File: src/rtl/pong_frame_renderer.sv
// Raster generator and object renderer for a two-player pong display.
// Positions and scores are latched once per frame at (0, last line), so each visible frame uses one consistent snapshot.
module pong_frame_renderer #(
    parameter int H_VISIBLE      = 800,
    parameter int H_FP           = 40,
    parameter int H_SYNC         = 128,
    parameter int H_BP           = 88,
    parameter int V_VISIBLE      = 600,
    parameter int V_FP           = 1,
    parameter int V_SYNC         = 4,
    parameter int V_BP           = 23,
    parameter int PADDLE_HEIGHT  = 32,
    parameter int PADDLE_DEPTH   = 8,
    parameter int BALL_SIZE      = 4,
    parameter int LEFT_PADDLE_X  = 16,
    parameter int RIGHT_PADDLE_X = 776
) (
    input  logic       clock,
    input  logic       resetn,
    input  logic [9:0] ball_x,
    input  logic [9:0] ball_y,
    input  logic [9:0] leftPaddle_y,
    input  logic [9:0] rightPaddle_y,
    input  logic [3:0] iLeft_Score,
    input  logic [3:0] iRight_Score,
    output logic       hsync,
    output logic       vsync,
    output logic       video_on,
    output logic [2:0] rgb,
    output logic       frame_tick
);

    localparam int H_TOTAL = H_VISIBLE + H_FP + H_SYNC + H_BP;
    localparam int V_TOTAL = V_VISIBLE + V_FP + V_SYNC + V_BP;

    localparam logic [10:0] H_LAST   = 11'(H_TOTAL - 1);
    localparam logic [10:0] V_LAST   = 11'(V_TOTAL - 1);
    localparam logic [10:0] H_VIS    = 11'(H_VISIBLE);
    localparam logic [10:0] V_VIS    = 11'(V_VISIBLE);
    localparam logic [10:0] HS_START = 11'(H_VISIBLE + H_FP);
    localparam logic [10:0] HS_END   = 11'(H_VISIBLE + H_FP + H_SYNC);
    localparam logic [10:0] VS_START = 11'(V_VISIBLE + V_FP);
    localparam logic [10:0] VS_END   = 11'(V_VISIBLE + V_FP + V_SYNC);

    localparam logic [10:0] BALL_W     = 11'(BALL_SIZE);
    localparam logic [10:0] PAD_H      = 11'(PADDLE_HEIGHT);
    localparam logic [10:0] LPAD_X     = 11'(LEFT_PADDLE_X);
    localparam logic [10:0] LPAD_X_END = 11'(LEFT_PADDLE_X + PADDLE_DEPTH);
    localparam logic [10:0] RPAD_X     = 11'(RIGHT_PADDLE_X);
    localparam logic [10:0] RPAD_X_END = 11'(RIGHT_PADDLE_X + PADDLE_DEPTH);
    localparam logic [10:0] SCORE_TOP  = 11'd8;
    localparam logic [10:0] SCORE_BOT  = 11'd16;
    localparam logic [10:0] LSCORE_X   = 11'd32;
    localparam logic [10:0] RSCORE_END = 11'(H_VISIBLE - 32);
    localparam logic [10:0] NET_X      = 11'(H_VISIBLE / 2 - 1);
    localparam logic [10:0] NET_X_END  = 11'(H_VISIBLE / 2 + 1);

    // Reset snapshot: ball and paddles centred in the visible area.
    localparam logic [9:0] BALL_X0   = 10'(H_VISIBLE / 2 - BALL_SIZE / 2);
    localparam logic [9:0] BALL_Y0   = 10'(V_VISIBLE / 2 - BALL_SIZE / 2);
    localparam logic [9:0] PADDLE_Y0 = 10'(V_VISIBLE / 2 - PADDLE_HEIGHT / 2);

    logic [10:0] h_cnt, v_cnt;
    logic [9:0]  sh_ball_x, sh_ball_y, sh_left_y, sh_right_y;
    logic [3:0]  sh_left_score, sh_right_score;

    always_ff @(posedge clock or negedge resetn) begin
        if (!resetn) begin
            h_cnt <= '0;
            v_cnt <= '0;
        end else if (h_cnt == H_LAST) begin
            h_cnt <= '0;
            v_cnt <= (v_cnt == V_LAST) ? 11'd0 : v_cnt + 11'd1;
        end else begin
            h_cnt <= h_cnt + 11'd1;
        end
    end

    always_ff @(posedge clock or negedge resetn) begin
        if (!resetn) begin
            sh_ball_x      <= BALL_X0;
            sh_ball_y      <= BALL_Y0;
            sh_left_y      <= PADDLE_Y0;
            sh_right_y     <= PADDLE_Y0;
            sh_left_score  <= '0;
            sh_right_score <= '0;
        end else if (h_cnt == 11'd0 && v_cnt == V_LAST) begin
            sh_ball_x      <= ball_x;
            sh_ball_y      <= ball_y;
            sh_left_y      <= leftPaddle_y;
            sh_right_y     <= rightPaddle_y;
            sh_left_score  <= iLeft_Score;
            sh_right_score <= iRight_Score;
        end
    end

    // All geometry is 11 bits wide so position+size never wraps back onto low coordinates.
    logic [10:0] bx, by, ly, ry, ls_end, rs_width;
    logic        ball_hit, lpad_hit, rpad_hit, lscore_hit, rscore_hit, net_hit;
    logic        score_rows, visible;
    logic [2:0]  rgb_d;

    assign bx       = {1'b0, sh_ball_x};
    assign by       = {1'b0, sh_ball_y};
    assign ly       = {1'b0, sh_left_y};
    assign ry       = {1'b0, sh_right_y};
    assign ls_end   = LSCORE_X + {4'b0, sh_left_score, 3'b000};
    assign rs_width = {4'b0, sh_right_score, 3'b000};

    assign score_rows = (v_cnt >= SCORE_TOP) && (v_cnt < SCORE_BOT);
    assign ball_hit   = (h_cnt >= bx) && (h_cnt < bx + BALL_W) &&
                        (v_cnt >= by) && (v_cnt < by + BALL_W);
    assign lpad_hit   = (h_cnt >= LPAD_X) && (h_cnt < LPAD_X_END) &&
                        (v_cnt >= ly) && (v_cnt < ly + PAD_H);
    assign rpad_hit   = (h_cnt >= RPAD_X) && (h_cnt < RPAD_X_END) &&
                        (v_cnt >= ry) && (v_cnt < ry + PAD_H);
    assign lscore_hit = score_rows && (h_cnt >= LSCORE_X) && (h_cnt < ls_end);
    // Written as h + width >= end so a wide bar never underflows its start column.
    assign rscore_hit = score_rows && (h_cnt < RSCORE_END) && (h_cnt + rs_width >= RSCORE_END);
    assign net_hit    = (h_cnt >= NET_X) && (h_cnt < NET_X_END) && !v_cnt[3];
    assign visible    = (h_cnt < H_VIS) && (v_cnt < V_VIS);

    always_comb begin
        rgb_d = 3'b000;
        if (!visible)                  rgb_d = 3'b000;
        else if (ball_hit)             rgb_d = 3'b111;
        else if (lpad_hit || rpad_hit) rgb_d = 3'b111;
        else if (lscore_hit)           rgb_d = 3'b010;
        else if (rscore_hit)           rgb_d = 3'b100;
        else if (net_hit)              rgb_d = 3'b001;
    end

    always_ff @(posedge clock or negedge resetn) begin
        if (!resetn) begin
            hsync      <= 1'b0;
            vsync      <= 1'b0;
            video_on   <= 1'b0;
            rgb        <= 3'b000;
            frame_tick <= 1'b0;
        end else begin
            hsync      <= (h_cnt >= HS_START) && (h_cnt < HS_END);
            vsync      <= (v_cnt >= VS_START) && (v_cnt < VS_END);
            video_on   <= visible;
            rgb        <= rgb_d;
            frame_tick <= (h_cnt == 11'd0) && (v_cnt == V_VIS);
        end
    end

endmodule

File: config.mk
export PLATFORM = sky130hd
export DESIGN_NAME = pong_frame_renderer
export DESIGN_NICKNAME = d
export VERILOG_FILES = /design/src/rtl/pong_frame_renderer.sv
export SDC_FILE = /design/constraint.sdc
export NUM_CORES = 1
export LEC_CHECK = 0
export CAP_MARGIN = 30
export CORE_MARGIN = 4
export CORE_UTILIZATION = 40
export DETAILED_ROUTE_END_ITERATION = 6
export SLEW_MARGIN = 10
export SYNTH_ARGS = -nofsm -noshare
export SYNTH_HDL_FRONTEND = slang
export SYNTH_SLANG_ARGS = --single-unit
File: constraint.sdc
create_clock -name clock -period 4.9 [get_ports clock]
set_input_delay 0.98 -clock clock [delete_from_list [all_inputs] [get_ports clock]]
set_output_delay 0.98 -clock clock [all_outputs]
set_load 0.05 [all_outputs]
==> results of run 1 <==
[stage by stage]
stage	worst slack (ns)	std cells
floorplan	2.60	588
global placement	2.10	801
detailed placement	2.06	801
CTS	2.05	817
global route	1.90	818
finish	2.05	818
[layer usage]
metal / up-vias / routed length, um
met5: - / 0
met4: 0 / 262
met3: 21 / 521
met2: 76 / 5820
met1: 1999 / 6140
li1: 2205 / -
[report_power, final]
part / internal, mW / switching, mW / leakage [nW]
sequential: 0.636 / 0 / 0.893
combinational: 0.0362 / 0.0179 / 2.20
clock: 0.446 / 0.275 / 0.149
total: 1.12 / 0.293 / 3.25
[synth_stat cells (11+ instances only)]
cell	number	area (um^2)
a21oi_1	23	115
ha_1	88	1100
nor2_1	19	71.3
inv_1	51	191
dfrtp_1	60	1500
nor3_1	11	55.1
o21ai_0	26	130
mux2_1	11	124
dfstp_2	17	447
o21ai_1	33	165
xnor2_1	23	201
nand3_1	24	120
nand2_1	63	236
[cell families (layout without fill, tap and decap cells)]
family	Yosys count	after routing	synth area share [%]
simple gates	174	174	16.9
mux	11	11	2.22
buf+inv	71	125	5.80
fa+ha+maj	89	89	20.1
flops	77	77	34.9
xor+xnor	32	32	5.02
compound gates	134	134	15.1
[layout make-up]
| type | count | area [um^2] |
|---|---|---|
| Multi-Input combinational cell | 440 | 3320 |
| Clock inverter | 6 | 88.8 |
| Clock buffer | 10 | 229 |
| Inverter | 51 | 191 |
| Tap cell | 176 | 220 |
| Sequential cell | 77 | 1950 |
| Fill cell | 1287 | 6850 |
| Timing Repair Buffer | 58 | 606 |
[flip-flops by register name, indices dropped and copies added (netlist names)]
| register | flops |
|---|---|
| h_cnt | 11 |
| rgb | 3 |
| sh_right_score | 4 |
| sh_right_y | 10 |
| sh_ball_y | 10 |
| video_on | 1 |
| sh_left_y | 10 |
| frame_tick | 1 |
| vsync | 1 |
| v_cnt | 11 |
| sh_left_score | 4 |
| hsync | 1 |
| sh_ball_x | 10 |
[critical path, delay by kind of cell (launching register included)]
family / cells / cell delay [ns]
simple gates: 3 / 1.23
flops: 1 / 0.50
buf+inv: 1 / 0.31
fa+ha+maj: 1 / 0.31
mux: 1 / 0.34
[final timing paths]
check                             startpoint       endpoint  slack (ns)  cells past startpoint
worst max-delay path                v_cnt[1]   sh_ball_y[0]        2.05                      6
worst min-delay path            sh_ball_x[1]   sh_ball_x[1]        0.49                      2
worst min register to register  sh_ball_x[1]   sh_ball_x[1]        0.49                      2
min in group asynchronous             resetn   sh_ball_x[0]        0.50                      1
max in group asynchronous             resetn  sh_right_y[8]        3.75                      2
worst max register to register      v_cnt[1]   sh_ball_y[0]        2.05                      6
==> run_results.csv, run 1 <==
group,metric,value,unit
clock_tree,cts_buffers,9,
setup_path,max_stage_delay,0.74,ns
floorplan,initial_core_util,41.5,%
timing,skew,0.0114,ns
place,place_area,6260,um^2
grt,grt_usage,16.6,%
clock_tree,cts_root_buf,"clkbuf_16",
job,drv_cap,0,
yosys,yosysWarnings,0,
status,status,"finished clean",
yosys,synth_nets,727,
timing,max_freq,351,MHz
setup_path,crit_type,"register to register",
timing,period_minus_slack,2.85,ns
yosys,avgSynthCellArea,9.50,um^2
grt,gr-total-overflow,0,
detailed_routing,drt-vias-per-instance,5.26,
final_layout,design_area,6600,um^2
detailed_routing,num_vias,4301,
grt,grt_pass1_vias,4456,
final_layout,final_common_cell,"ha_1",
final_layout,syn2layout_area_growth,18.2,%
timing,max_slew_margin,41.6,%
timing,rsz0062_at_grt,"no",
floorplan,row_count,42,
setup_path,cp-start-kind,"register",
yosys,synth_cell_types,57,
grt,grt_use_met1,22.1,%
worst_hold_path,hold_class,"register to register",
clock_tree,cts_tree,"yes",
yosys,synth_edf_count,0,
yosys,synthArstFlopShare,100,%
floorplan,core,13500,um^2
grt,grt_pass1_wl,21600,um
pwr,ir_worst_vdd,0.143,mV
timing,setup_viol,0,
setup_path,arrival,3.07,ns
clock_tree,clock-sinks,77,
setup_path,required,5.12,ns
grt,gr-usage-met2,25.7,%
detailed_routing,wl_per_cell,15.6,um
timing,holdWs,0.488,ns
timing,final.period_utilization,58.1,%
floorplan,pin_count,57,
clock_tree,cts.clk_slew.worst_paths,0.06,ns
place,place.gp.congestion,0.865,
clock_tree,hold_buffers,0,
yosys,ys_seq_area_share,34.9,%
final_layout,layout_common_cells,"ha_1, nand2_1, dfrtp_1",
detailed_routing,dr.first_iter.drc_count,196,
timing,finalSetupTns,0,ns
clock_tree,ctsResizeCount,0,
final_layout,nets,776,
floorplan,fp.dieW,126,um
grt,grt_busiest_layer,"met2",
floorplan,fp.dieH,126,um
yosys,ys.flop_type,"dfrtp_1",
timing,hold_viol_final,0,
timing,slew_violations,0,
floorplan,die-area,15900,um^2
yosys,synth_area,5590,um^2
pwr,p_total,1.41,mW
clock_tree,htreeDepth,3,
place,port_buffers,56,
detailed_routing,antenna_left,0,
detailed_routing,routed_wirelength,12700,um
setup_path,crit_fanout,52,
timing,worst_pin_slew,0.873,ns
final_layout,final_core_util,49.1,%
clock_tree,cts_buffer_depth,2,
pwr,p_leak,3.25,nW
final_layout,final_layout_size_suffix_gt1_share,7.17,%
yosys,ys_ff_latch,77,
setup_path,crit_chain,"ha_1 -> and4bb_2 -> nand3_1 -> nor2_4 -> buf_12 -> mux2_1",
setup_path,slowest_stage,"nor2_4",
place,hpwl,9440,um
clock_tree,insertion_delay,0.35,ns
detailed_routing,dr.pass1.iters,4,
clock_tree,post-cts-setup-buffer-count,0,
pwr,power_density,214,nW/um^2
detailed_routing,drc_errors,0,
grt,antenna_found_initial,0,
setup_path,crit_path_end_kind,"register",
yosys,synth_cells,588,
grt,use_met3,4.15,%
final_layout,diodes,0,
grt,grt_max_degree,78,
Note: power is estimated with default switching activity, not from simulation.
==> inputs of run 2 (changes only) <==
==> constraint.sdc (replaced) <==
create_clock -name clock -period 2.55 [get_ports clock]
set_input_delay 0.51 -clock clock [delete_from_list [all_inputs] [get_ports clock]]
set_output_delay 0.51 -clock clock [all_outputs]
set_load 0.05 [all_outputs]
==> run_results.csv, run 2 (synthesis results as in run 1) <==
group,metric,value,unit
detailed_routing,drt-vias-per-instance,5.38,
place,dpl_worst_slack,-0.118,ns
setup_path,required,2.77,ns
worst_hold_path,hold_class,"input port to asynchronous set/reset pin",
timing,worst_pin_slew,0.589,ns
clock_tree,cts.clk_slew.worst_paths,0.06,ns
timing,max_slew_margin,59.7,%
setup_path,worstSetupPathDepth,10,
setup_path,crit_fanout,4,
setup_path,r2r_cells,10,
timing,fin_ws,0.0808,ns
timing,setup_viol,0,
setup_path,cp-start-kind,"register",
clock_tree,cts_buffers,9,
final_layout,syn2layout_area_growth,23.4,%
grt,grt_pass1_vias,4648,
detailed_routing,dr.first_iter.drc_count,277,
final_layout,nets,802,
status,status,"finished clean",
setup_path,arrival,2.69,ns
final_layout,diodes,0,
setup_path,path_delay_family,"compound AO/OA/AOI/OAI gates",
timing,hold_viol_final,0,
detailed_routing,num_vias,4542,
timing,final.period_utilization,96.8,%
final_layout,layout_common_cells,"ha_1, nand2_1, dfrtp_1",
timing,slew_violations,0,
floorplan,initial_core_util,41.5,%
detailed_routing,routed_wirelength,13800,um
setup_path,slowest_stage,"dfstp_2",
grt,grt_usage,18.0,%
grt,grt_pass1_wl,23000,um
floorplan,pin_count,57,
final_layout,final_layout_size_suffix_gt1_share,12.3,%
clock_tree,clock-sinks,77,
clock_tree,cts_buffer_depth,2,
pwr,power_density,407,nW/um^2
final_layout,final_common_cell,"ha_1",
job,drv_cap,0,
pwr,p_leak,3.42,nW
place,place_area,6480,um^2
place,place.gp.congestion,0.895,
floorplan,die-area,15900,um^2
pwr,ir_worst_vdd,0.315,mV
setup_path,crit_path_end_kind,"register",
timing,period_minus_slack,2.47,ns
setup_path,crit_type,"register to register",
timing,skew,0.00507,ns
place,hpwl,10600,um
setup_path,max_stage_delay,0.58,ns
grt,gr-total-overflow,0,
floorplan,fp.dieW,126,um
clock_tree,insertion_delay,0.35,ns
grt,antenna_found_initial,0,
setup_path,crit_chain,"inv_1 -> buf_4 -> ha_1 -> a21oi_1 -> o21ai_0 -> a21oi_1 -> o21ai_0 -> a2111oi_1 -> buf_4 -> o21ai_1",
detailed_routing,drc_errors,0,
clock_tree,cts_root_buf,"clkbuf_16",
grt,grt_max_degree,44,
final_layout,design_area,6890,um^2
final_layout,final_core_util,51.2,%
detailed_routing,antenna_left,0,
setup_path,critPathBufInv,3,
timing,rsz0062_at_grt,"yes",
clock_tree,htreeDepth,3,
clock_tree,hold_buffers,0,
floorplan,fp.dieH,126,um
final_layout,reg_top3,"h_cnt: 11 flops, v_cnt: 11 flops",
floorplan,core,13500,um^2
final_layout,fill_cells,1277,
timing,max_freq,405,MHz
floorplan,row_count,42,
clock_tree,cts_tree,"yes",
detailed_routing,dr.pass1.iters,4,
place,port_buffers,56,
detailed_routing,wl_per_cell,16.3,um
## run 2: cell count changes in the layout (fill, tap and decap cells not counted), moves of 2 or more
cell	before	now
buf_4	1	26
o21ai_1	33	37
clkinvlp_4	2	0
nor3_1	11	9
o21ai_0	26	22
clkbuf_8	0	4
buf_12	1	3
## run 2: per-layer routing
| layer | global-route usage, % | wire length, um | vias up | share of wire [%] |
|---|---|---|---|---|
| li1 | - | - | 2261 | - |
| met1 | 22.9 | 6250 | 2177 | 45 |
| met2 | 30.6 | 6730 | 91 | 49 |
| met3 | 2.71 | 565 | 13 | 4.1 |
| met4 | 7.07 | 224 | 0 | 1.6 |
| met5 | 0 | 0 | - | 0 |
## run 2: area by class of cell
class	instances	area, um^2	share of cell area, %
sequential	77	1950	28.3
timing repair buffer	84	806	11.7
tap	176	220	3.20
clock buffer	13	280	4.07
clock inverter	3	65.1	0.944
inverter	51	191	2.78
multi-input combinational	440	3380	49.0
## run 2: path summary, 6_finish.rpt
kind                               from            to  slack, ns
setup reg to reg           sh_ball_x[2]        rgb[0]       0.08
setup / recovery           sh_ball_x[2]        rgb[0]       0.08
hold reg to reg            sh_ball_y[1]  sh_ball_y[1]       0.49
hold / removal                   resetn  sh_ball_x[4]       0.17
min in group clock         sh_ball_y[1]  sh_ball_y[1]       0.49
max in group asynchronous        resetn  sh_left_y[2]       1.73
## run 2: what timing repair did
action / CTS / global route
hold endpoints to repair: 0 / 0
gates resized for setup: 4 / 13
endpoints found under the setup margin: 3 / 4
setup buffers: 0 / 1
pin swaps: 0 / 11
## run 2: worst reg2reg max path, stage by stage (launching register included)
cell	delay (ns)
dfstp_2	0.58
inv_1	0.09
buf_4	0.14
ha_1	0.30
a21oi_1	0.13
o21ai_0	0.12
a21oi_1	0.18
o21ai_0	0.10
a2111oi_1	0.41
buf_4	0.22
o21ai_1	0.07
## run 2: through the flow
step / setup TNS (ns) / power, mW / instances / hold WS [ns]
after CTS: -0.0313 / 2.85 / 843 / 0.190
after detailed placement: -0.309 / 1.35 / 827 / 0.480
after global routing: -0.191 / 2.91 / 844 / 0.230
after global placement: 0 / 1.35 / 827 / 0.476
after floorplan: 0 / 1.25 / 588 / 0.214
final: 0 / 2.80 / 844 / 0.169
## run 2: report_power, final
part	switching, mW	internal (mW)	total [mW]
Combinational	0.0342	0.0682	0.102
Sequential	0	1.22	1.22
Clock	0.516	0.963	1.48
==> inputs of run 3 (changes only) <==
--- a/config.mk
+++ b/config.mk
@@ -5,9 +5,11 @@
 export SDC_FILE = /design/constraint.sdc
 export NUM_CORES = 1
 export LEC_CHECK = 0
+export ABC_AREA = 1
 export CAP_MARGIN = 30
 export CORE_MARGIN = 4
 export CORE_UTILIZATION = 40
+export CTS_BUF_LIST = sky130_fd_sc_hd__clkbuf_4 sky130_fd_sc_hd__clkbuf_8
 export DETAILED_ROUTE_END_ITERATION = 6
 export SLEW_MARGIN = 10
 export SYNTH_ARGS = -nofsm -noshare
==> run_results.csv, run 3 <==
group,metric,value,unit
setup_path,crit_fanout,3,
grt,gr-usage-met2,27.4,%
timing,slew_violations,0,
yosys,synth_nets,969,
detailed_routing,drc_errors,0,
clock_tree,cts_tree,"yes",
final_layout,reg_top3,"h_cnt: 11 flops, v_cnt: 11 flops",
final_layout,nets,1032,
yosys,synth_edf_count,0,
grt,use_met3,2.56,%
grt,grt_max_degree,41,
setup_path,required,2.86,ns
floorplan,die-area,17200,um^2
clock_tree,cts_buffer_depth,2,
job,drv_cap,0,
place,place.gp.congestion,0.908,
yosys,synth.most_common_cell,"nand2_1",
timing,holdWs,0.0966,ns
yosys,avgSynthCellArea,7.29,um^2
final_layout,fill_cells,1479,
floorplan,pin_count,57,
setup_path,crit_type,"register to register",
detailed_routing,drt-vias-per-instance,4.90,
clock_tree,cts.clk_slew.worst_paths,0.09,ns
detailed_routing,dr.first_iter.drc_count,329,
floorplan,core,14700,um^2
detailed_routing,num_vias,5307,
yosys,synth_area,6050,um^2
pwr,power_density,331,nW/um^2
floorplan,fp.dieW,131,um
timing,setup_viol,0,
setup_path,cp-start-kind,"register",
grt,grt_pass1_vias,4984,
final_layout,multi_input_comb_area,3650,um^2
floorplan,fp.dieH,131,um
setup_path,arrival,2.78,ns
grt,grt_pass1_wl,23900,um
final_layout,layout_common_cells,"nand2_1, inv_1, nand3_1",
yosys,yosys-top-cells-count,"nand2_1, inv_1, nand3_1, ha_1, nor2_1",
yosys,synth_top_area_share,24.8,%
place,hpwl,10900,um
final_layout,final_common_cell,"nand2_1",
place,port_buffers,56,
final_layout,diodes,0,
yosys,ys_ff_latch,77,
grt,grt_busiest_layer,"met2",
status,status,"finished clean",
yosys,ys_seq_area_share,32.2,%
detailed_routing,wl_per_cell,13.1,um
clock_tree,clock-sinks,77,
timing,hold_viol_final,0,
worst_hold_path,hold_class,"input port to asynchronous set/reset pin",
timing,skew,0.0115,ns
yosys,synth_cell_types,35,
yosys,synthTopCellsByArea,"dfrtp_1, ha_1, nand2_1, nand3_1, dfstp_2",
grt,grt_use_met1,25.3,%
pwr,p_leak,4.03,nW
final_layout,final_layout_size_suffix_gt1_share,8.57,%
clock_tree,insertion_delay,0.38,ns
detailed_routing,antenna_left,0,
clock_tree,htreeDepth,3,
floorplan,initial_core_util,41.2,%
grt,gr-total-overflow,0,
timing,max_slew_margin,58.2,%
detailed_routing,routed_wirelength,14200,um
timing,finalSetupTns,0,ns
clock_tree,cts_root_buf,"clkbuf_8",
yosys,synthArstFlopShare,100,%
timing,worst_pin_slew,0.627,ns
yosys,yosysWarnings,0,
timing,max_freq,405,MHz
timing,rsz0062_at_grt,"yes",
clock_tree,post-cts-setup-buffer-count,0,
yosys,synth_cells,830,
yosys,ys.flop_type,"dfrtp_1",
yosys,post-synth-top-area-cell,"dfrtp_1",
timing,period_minus_slack,2.47,ns
timing,final.period_utilization,96.8,%
floorplan,row_count,44,
setup_path,crit_path_end_kind,"register",
detailed_routing,dr.pass1.iters,4,
final_layout,syn2layout_area_growth,18.5,%
pwr,ir_worst_vdd,0.226,mV
final_layout,seqCellArea,1950,um^2
grt,grt_usage,17.9,%
clock_tree,cts_buffers,9,
grt,antenna_found_initial,0,
-- run 3: changes by cell type after synthesis, sizes merged, moves of 9 or more --
cell	before	now
and3	11	1
clkbuf	1	13
nand3	24	92
buf	19	6
xnor2	23	5
inv	51	116
nor2	20	74
nand2	63	229
nor3	12	21
o21ai	59	14
xor2	9	24
mux2	11	0
-- run 3: metal layers --
layer  part of all wire (%)  up-vias  routed length [um]
met3                    4.4       17                 625
met1                     50     2392                7150
met2                     43       93                6130
li1                       -     2805                   -
met4                    2.2        0                 313
met5                      0        -                   0
-- run 3: cell families (layout without fill, tap and decap cells) --
| family | count (synthesis) | in the layout | synth area share [%] |
|---|---|---|---|
| flip-flops | 77 | 77 | 32.2 |
| adder cells (fa/ha/maj) | 89 | 89 | 18.5 |
| AO/OA/AOI/OAI | 56 | 56 | 5.13 |
| XOR/XNOR | 29 | 29 | 4.20 |
| buffers and inverters | 135 | 203 | 8.54 |
| AND/OR/NAND/NOR | 444 | 444 | 31.4 |
-- run 3: cell type report --
cell class | count | share of cell area [%]
flip-flops and latches | 77 | 27.2
well taps | 184 | 3.21
multi-input cells | 618 | 51.0
inverters | 116 | 6.07
clock buffers | 10 | 1.83
clock inverters | 6 | 1.22
repair buffers | 71 | 9.53
-- run 3: metrics by stage --
stage | area, um^2 | setup WS, ns | total power, mW | utilization, % | instances
finish | 7170 | 0.0811 | 2.37 | 48.8 | 1082
CTS | 7110 | 0.0275 | 2.42 | 48.3 | 1082
global placement | 6880 | 0.0472 | 1.35 | 46.8 | 1066
floorplan | 6050 | 0.266 | 1.25 | - | 830
detailed placement | 6880 | -0.00194 | 1.35 | 46.8 | 1066
global route | 7170 | -0.135 | 2.46 | 48.8 | 1082
-- run 3: power breakdown --
group          switching (mW)  internal, mW  leakage, nW  total [mW]
sequential                  0          1.22        0.836        1.22
clock                   0.485         0.562        0.114        1.05
combinational          0.0338        0.0679         3.08       0.102
total                   0.519          1.85         4.03        2.37
-- run 3: path summary, 6_finish.rpt --
path	startpoint	end	slack [ns]	cells past startpoint
max	sh_ball_x[3]	rgb[0]	0.08	15
min	resetn	sh_ball_y[6]	0.1	1
max reg2reg	sh_ball_x[3]	rgb[0]	0.08	15
min reg2reg	sh_right_y[3]	sh_right_y[3]	0.46	2
max in group asynchronous	resetn	sh_right_score[2]	1.87	2
min in group clock	sh_right_y[3]	sh_right_y[3]	0.46	2
-- run 3: timing repair --
action | 4_1_cts | 5_1_grt
pin swaps | 0 | 15
hold buffers | 0 | 0
endpoints found under the setup margin | 3 | 3
gates resized for setup | 1 | 15
-- run 3: critical path: stages, from the launching register on --
cell and delay (ns):
dfstp_2 0.56, inv_2 0.05, nor3_4 0.20, nand3_2 0.12, nor3_2 0.19, xor2_1 0.17, ha_1 0.26, nand2_2 0.09
o21bai_4 0.12, nand3_2 0.07, nor2_2 0.11, nand3_1 0.07, nor2_1 0.11, buf_4 0.13, nor2_1 0.05, nor2_1 0.09
